[config.mk]
export PLATFORM = sky130hd
export DESIGN_NAME = demux1_4_buf_flat
export DESIGN_NICKNAME = d
export VERILOG_FILES = /design/src/rtl/demux1_4_buf_pkg.sv /design/src/rtl/demux1_4_buf_if.sv /design/src/rtl/demux1_4_buf_chan_fifo.sv /design/src/rtl/demux1_4_buf.sv /design/src/flat_wrapper.sv
export SDC_FILE = /design/constraint.sdc
export NUM_CORES = 1
export LEC_CHECK = 0
export ABC_AREA = 1
export ABC_CLOCK_PERIOD_IN_PS = 4300
export CORE_UTILIZATION = 58
export CTS_CLUSTER_SIZE = 8
export DETAILED_ROUTE_END_ITERATION = 8
export DONT_BUFFER_PORTS = 1
export HOLD_SLACK_MARGIN = 0.15
export PLACE_DENSITY = 0.74
export SETUP_SLACK_MARGIN = 0.5
export SKIP_LAST_GASP = 1
export SLEW_MARGIN = 30
export SYNTH_ARGS = -nofsm -noshare
export SYNTH_HDL_FRONTEND = slang
export SYNTH_SLANG_ARGS = --single-unit
[constraint.sdc]
create_clock -name clk -period 4.3 [get_ports clk]
set_input_delay 0.215 -clock clk [delete_from_list [all_inputs] [get_ports clk]]
set_output_delay 0.215 -clock clk [all_outputs]
set_load 0.01 [all_outputs]
[src/rtl/demux1_4_buf_pkg.sv]
// rtl/demux1_4_buf_pkg.sv - shared constants and channel index type for the 1:4 buffered demux
package demux1_4_buf_pkg;
   localparam int NUM_CH = 4;
   localparam int SEL_W  = 2;

   typedef logic [SEL_W-1:0] chan_idx_t;

   // Round-robin successor; wraps 3 -> 0 through the natural 2-bit overflow.
   function automatic chan_idx_t next_chan(input chan_idx_t c);
      return c + chan_idx_t'(1);
   endfunction
endpackage

[src/rtl/demux1_4_buf_if.sv]
// rtl/demux1_4_buf_if.sv - input beat stream and four output channels of the 1:4 buffered demux
interface demux1_4_buf_if #(parameter int WIDTH = 2);
   import demux1_4_buf_pkg::*;

   logic                    in_valid;
   logic                    in_ready;
   logic [WIDTH-1:0]        in_data;
   chan_idx_t               in_sel;
   logic [NUM_CH*WIDTH-1:0] out_data;
   logic [NUM_CH-1:0]       out_valid;
   logic [NUM_CH-1:0]       out_ready;

   modport master (
      output in_valid, in_data, in_sel, out_ready,
      input  in_ready, out_data, out_valid
   );

   modport slave (
      input  in_valid, in_data, in_sel, out_ready,
      output in_ready, out_data, out_valid
   );
endinterface

[src/rtl/demux1_4_buf_chan_fifo.sv]
// rtl/demux1_4_buf_chan_fifo.sv - first-word-fall-through per-channel FIFO
// Pointers carry one extra wrap bit so full and empty are distinguishable at equal low bits.
module demux_chan_fifo #(
   parameter int WIDTH = 2,
   parameter int DEPTH = 2
) (
   input  logic             clk,
   input  logic             rst,
   input  logic             push,
   input  logic             pop,
   input  logic [WIDTH-1:0] din,
   output logic             full,
   output logic             empty,
   output logic [WIDTH-1:0] head
);
   localparam int AW = $clog2(DEPTH);

   logic [AW:0]      wr_ptr;
   logic [AW:0]      rd_ptr;
   logic [WIDTH-1:0] mem [DEPTH];
   logic             do_push;
   logic             do_pop;

   assign empty   = (wr_ptr == rd_ptr);
   assign full    = (wr_ptr[AW] != rd_ptr[AW]) && (wr_ptr[AW-1:0] == rd_ptr[AW-1:0]);
   assign do_push = push && !full;
   assign do_pop  = pop && !empty;
   assign head    = empty ? '0 : mem[rd_ptr[AW-1:0]];

   always_ff @(posedge clk) begin
      if (rst) begin
         wr_ptr <= '0;
         rd_ptr <= '0;
         for (int i = 0; i < DEPTH; i++) begin
            mem[i] <= '0;
         end
      end else begin
         if (do_push) begin
            mem[wr_ptr[AW-1:0]] <= din;
            wr_ptr              <= wr_ptr + (AW+1)'(1);
         end
         if (do_pop) begin
            rd_ptr <= rd_ptr + (AW+1)'(1);
         end
      end
   end
endmodule

[src/rtl/demux1_4_buf.sv]
// rtl/demux1_4_buf.sv - buffered 1:4 demux: target select, sequencer, push decode, four FIFOs
// in_ready looks only at FIFO fullness so no combinational path runs from out_ready to in_ready.
module demux1_4_buf
   import demux1_4_buf_pkg::*;
#(
   parameter int WIDTH = 2,
   parameter int DEPTH = 2
) (
   input  logic               clk,
   input  logic               rst,
   input  logic               auto_mode,
   output chan_idx_t          seq_sel,
   demux1_4_buf_if.slave      bus
);
   logic [NUM_CH-1:0] full;
   logic [NUM_CH-1:0] empty;
   logic [NUM_CH-1:0] push;
   logic [NUM_CH-1:0] pop;
   logic [WIDTH-1:0]  head [NUM_CH];
   chan_idx_t         tgt;
   logic              accept;

   assign tgt          = auto_mode ? seq_sel : bus.in_sel;
   assign bus.in_ready = !full[tgt];
   assign accept       = bus.in_valid && bus.in_ready;
   assign bus.out_valid = ~empty;

   // Sequencer moves only on an accepted auto-mode beat, so stalls keep strict order.
   always_ff @(posedge clk) begin
      if (rst) begin
         seq_sel <= '0;
      end else if (accept && auto_mode) begin
         seq_sel <= next_chan(seq_sel);
      end
   end

   always_comb begin
      bus.out_data = '0;
      for (int i = 0; i < NUM_CH; i++) begin
         bus.out_data[i*WIDTH +: WIDTH] = head[i];
      end
   end

   for (genvar i = 0; i < NUM_CH; i++) begin : g_ch
      assign push[i] = accept && (tgt == chan_idx_t'(i));
      assign pop[i]  = bus.out_ready[i] && !empty[i];

      demux_chan_fifo #(
         .WIDTH (WIDTH),
         .DEPTH (DEPTH)
      ) u_fifo (
         .clk   (clk),
         .rst   (rst),
         .push  (push[i]),
         .pop   (pop[i]),
         .din   (bus.in_data),
         .full  (full[i]),
         .empty (empty[i]),
         .head  (head[i])
      );
   end
endmodule

[src/flat_wrapper.sv]
// flat-port wrapper written by rule: the top's interface ports become plain ports
module demux1_4_buf_flat import demux1_4_buf_pkg::*;
#(
   parameter int WIDTH = 2,
   parameter int DEPTH = 2
)
  (clk, rst, auto_mode, seq_sel, bus_in_valid, bus_in_data, bus_in_sel, bus_out_ready, bus_in_ready, bus_out_data, bus_out_valid);
  demux1_4_buf_if #(.WIDTH(WIDTH)) bus_i ();
  input  logic clk;
  input  logic rst;
  input  logic auto_mode;
  output chan_idx_t seq_sel;
  input wire logic [$bits(bus_i.in_valid)-1:0] bus_in_valid;
  input wire logic [$bits(bus_i.in_data)-1:0] bus_in_data;
  input wire logic [$bits(bus_i.in_sel)-1:0] bus_in_sel;
  input wire logic [$bits(bus_i.out_ready)-1:0] bus_out_ready;
  output wire logic [$bits(bus_i.in_ready)-1:0] bus_in_ready;
  output wire logic [$bits(bus_i.out_data)-1:0] bus_out_data;
  output wire logic [$bits(bus_i.out_valid)-1:0] bus_out_valid;
  assign bus_i.in_valid = bus_in_valid;
  assign bus_i.in_data = bus_in_data;
  assign bus_i.in_sel = bus_in_sel;
  assign bus_i.out_ready = bus_out_ready;
  assign bus_in_ready = bus_i.in_ready;
  assign bus_out_data = bus_i.out_data;
  assign bus_out_valid = bus_i.out_valid;
  demux1_4_buf #(.WIDTH(WIDTH), .DEPTH(DEPTH)) u_core (.clk(clk), .rst(rst), .auto_mode(auto_mode), .seq_sel(seq_sel), .bus(bus_i));
endmodule
==> impl_metrics.json <==
{
  "dr.pass1.iters": 4,
  "cts.hold.buffers_added": 8,
  "clock_path_buffers": 2,
  "rsz0062_at_grt": "no",
  "post-route-min-period_ps": 2080,
  "gp_congestion": 0.798,
  "finClkSkew_ps": 10.4,
  "cts_tree": "done",
  "fin_nets": 298,
  "async_flop_share_pct": 0,
  "dp_slack_ps": 2430,
  "crit_family": "simple AND/OR/NAND/NOR gates",
  "syn_nets": 287,
  "synth.distinct_cells": 19,
  "ys.flop_type": "dfxtp_1",
  "post_dp_cell_area_sq_um": 2000,
  "io_pins": 27,
  "yosysWarningCount": 0,
  "grt_remaining_overflow": 0,
  "synth_top_area_share_pct": 24.4,
  "nFillCells": 273,
  "area_delta_synth_final_pct": 7.95,
  "drtIter0Drc": 62,
  "drive_gt1_share_pct": 6.29,
  "cap_violations": 0,
  "grt_pass1_vias": 1423,
  "synth_area_sq_um": 1970,
  "synth_seq_cells": 38,
  "placementRows": 20,
  "crit_type": "flop to flop",
  "grt_pass1_wl_um": 6150,
  "crit_top_cell": "nand2_1",
  "critPathSlowestCell": "dlygate4sd3_1",
  "clock.fmax_ghz": 0.481,
  "power_w": 0.000705,
  "io_buffer_count": 0,
  "arrival_ps": 2380,
  "tightest_slew_ps": 548,
  "post-route-util_pct": 67.9,
  "synth_area_leaders": "edfxtp_1, dfxtp_1, nand2_1, inv_1, nor2_1",
  "period_share_pct": 48.3,
  "finalSetupViolations": 0,
  "cts_setup_buffers": 0,
  "synth_edf_count": 16,
  "grt_max_degree": 19,
  "critPathMaxFanout": 13,
  "antenna_found_initial": 0,
  "drt_wl_total_um": 3680,
  "ant_nets": 0,
  "ys_seq_area_share_pct": 46.8,
  "path_cells": "nand2_1 -> nand2_2 -> nor2_1 -> nand2_1 -> nand2_1 -> nor2_4 -> nand4_1 -> a21oi_1 -> dlygate4sd3_1",
  "drc": 0,
  "syn_area_per_cell_sq_um": 7.15,
  "cts_resized": 0,
  "dieWidth_um": 60.2,
  "finalInstanceArea_sq_um": 2120,
  "htreeDepth": 2,
  "routed_via_density": 5.08,
  "multi_input_area_sq_um": 857,
  "worstSkewPairLatency_ps": 350,
  "slew_headroom_pct": 63.5,
  "required_ps": 4600,
  "end_kind": "flop",
  "cts-buffers-inserted": 5,
  "cts.clk_slew.worst_paths_ps": 100,
  "grt_use_total_pct": 23.1,
  "vias": 1676,
  "avgRoutedWirePerCell_um": 11.2,
  "cts_sinks": 38,
  "core_sq_um": 3130,
  "powerDensity_nw_per_um2": 332,
  "crit_path_max_incr_delay_ps": 550,
  "status": "finished clean",
  "startpoint_type": "flop",
  "cts_root_buf": "clkbuf_4",
  "synth_area_leader_cell": "edfxtp_1",
  "peakVddDrop_mv": 0.212,
  "hpwlAfterDp_um": 2540,
  "power.leakage_nw": 0.978,
  "hold_viol": 0,
  "setup_tns_ps": 0,
  "start_util_pct": 62.9,
  "hp-class": "input port to flop",
  "dieArea_sq_um": 3630,
  "die_h_um": 60.2,
  "critical_path_buf_inv_count": 1,
  "maxSlewViolCount": 0,
  "regArea_sq_um": 921,
  "num_antenna_cells": 0,
  "syn-instance-count": 275,
  "setup_ws_ps": 2220
}
[cells by family (layout without fill, tap and decap cells)]
logic type / count (synthesis) / after routing / share of synthesized area [%]
buf+inv: 48 / 59 / 9.61
compound gates: 34 / 34 / 8.65
xor+xnor: 5 / 5 / 2.23
flops: 38 / 38 / 46.8
simple gates: 150 / 150 / 32.7
[stage by stage]
step	instances	hold WS (ps)
after floorplan	275	383
after global placement	315	287
after detailed placement	315	289
after CTS	330	157
after global routing	330	176
final	330	164
[final timing paths]
kind / from / depth (start not counted) / slack [ps] / to
min: bus_in_valid / 3 / 160 / u_core.g_ch[0].u_fifo.wr_ptr[0]$_SDFFE_PP0P_
min reg2reg: u_core.g_ch[3].u_fifo.rd_ptr[1]$_SDFFE_PP0P_ / 2 / 490 / u_core.g_ch[3].u_fifo.rd_ptr[1]$_SDFFE_PP0P_
max: u_core.seq_sel[0]$_SDFFE_PP0P_ / 9 / 2220 / u_core.g_ch[0].u_fifo.wr_ptr[1]$_SDFFE_PP0P_
max reg2reg: u_core.seq_sel[0]$_SDFFE_PP0P_ / 9 / 2220 / u_core.g_ch[0].u_fifo.wr_ptr[1]$_SDFFE_PP0P_
[worst min-delay path, cell delays in order]
cell	delay (ps)
nand4_1	130
nand3_1	80
nand2_1	60
[synthesized netlist by cell type (2+ instances only)]
library cell,number
inv_1,40
inv_2,4
nand2_1,87
nand2_2,4
xor2_1,5
nand4_1,11
edfxtp_1,16
nor2_4,3
clkbuf_1,2
nor3_1,4
dfxtp_1,22
nand3_1,5
nor2_1,34
a21oi_1,25
o21ai_0,9
[cells in the final DEF (no fill, tap or decap)]
master	Yosys	final
nand2_1	87	87
inv_1	40	40
nor2_1	34	34
a21oi_1	25	25
dfxtp_1	22	22
edfxtp_1	16	16
nand4_1	11	11
o21ai_0	9	9
dlygate4sd3_1	0	8
nand3_1	5	5
xor2_1	5	5
clkbuf_4	0	5
inv_2	4	4
nand2_2	4	4
nor3_1	4	4
nor2_4	3	3
clkbuf_1	2	2
nor2_2	1	1
nand3_2	1	1
[power breakdown]
group | internal, W | total (W) | switching [W] | leakage [nW]
clock | 0.0000616 | 0.000169 | 0.000107 | 0.0254
sequential | 0.000397 | 0.000416 | 0.0000191 | 0.345
combinational | 0.0000372 | 0.000120 | 0.0000827 | 0.608
total | 0.000496 | 0.000705 | 0.000209 | 0.978
[layer usage]
layer  global-route usage [%]  part of all wire, %  vias to the layer above
li1                         -                    -                      889
met1                     31.1                   50                      743
met2                     35.0                   42                       37
met3                     7.14                  6.0                        7
met4                     7.97                  1.4                        0
met5                        0                    0                        -
[cell type report]
class / instances / area share [%]
clock buffers: 7 / 2.12
inverters: 44 / 7.78
multi-input cells: 189 / 40.4
flip-flops and latches: 38 / 43.4
well taps: 44 / 2.59
repair buffers: 8 / 3.77
Note: power is estimated with default switching activity, not from simulation.
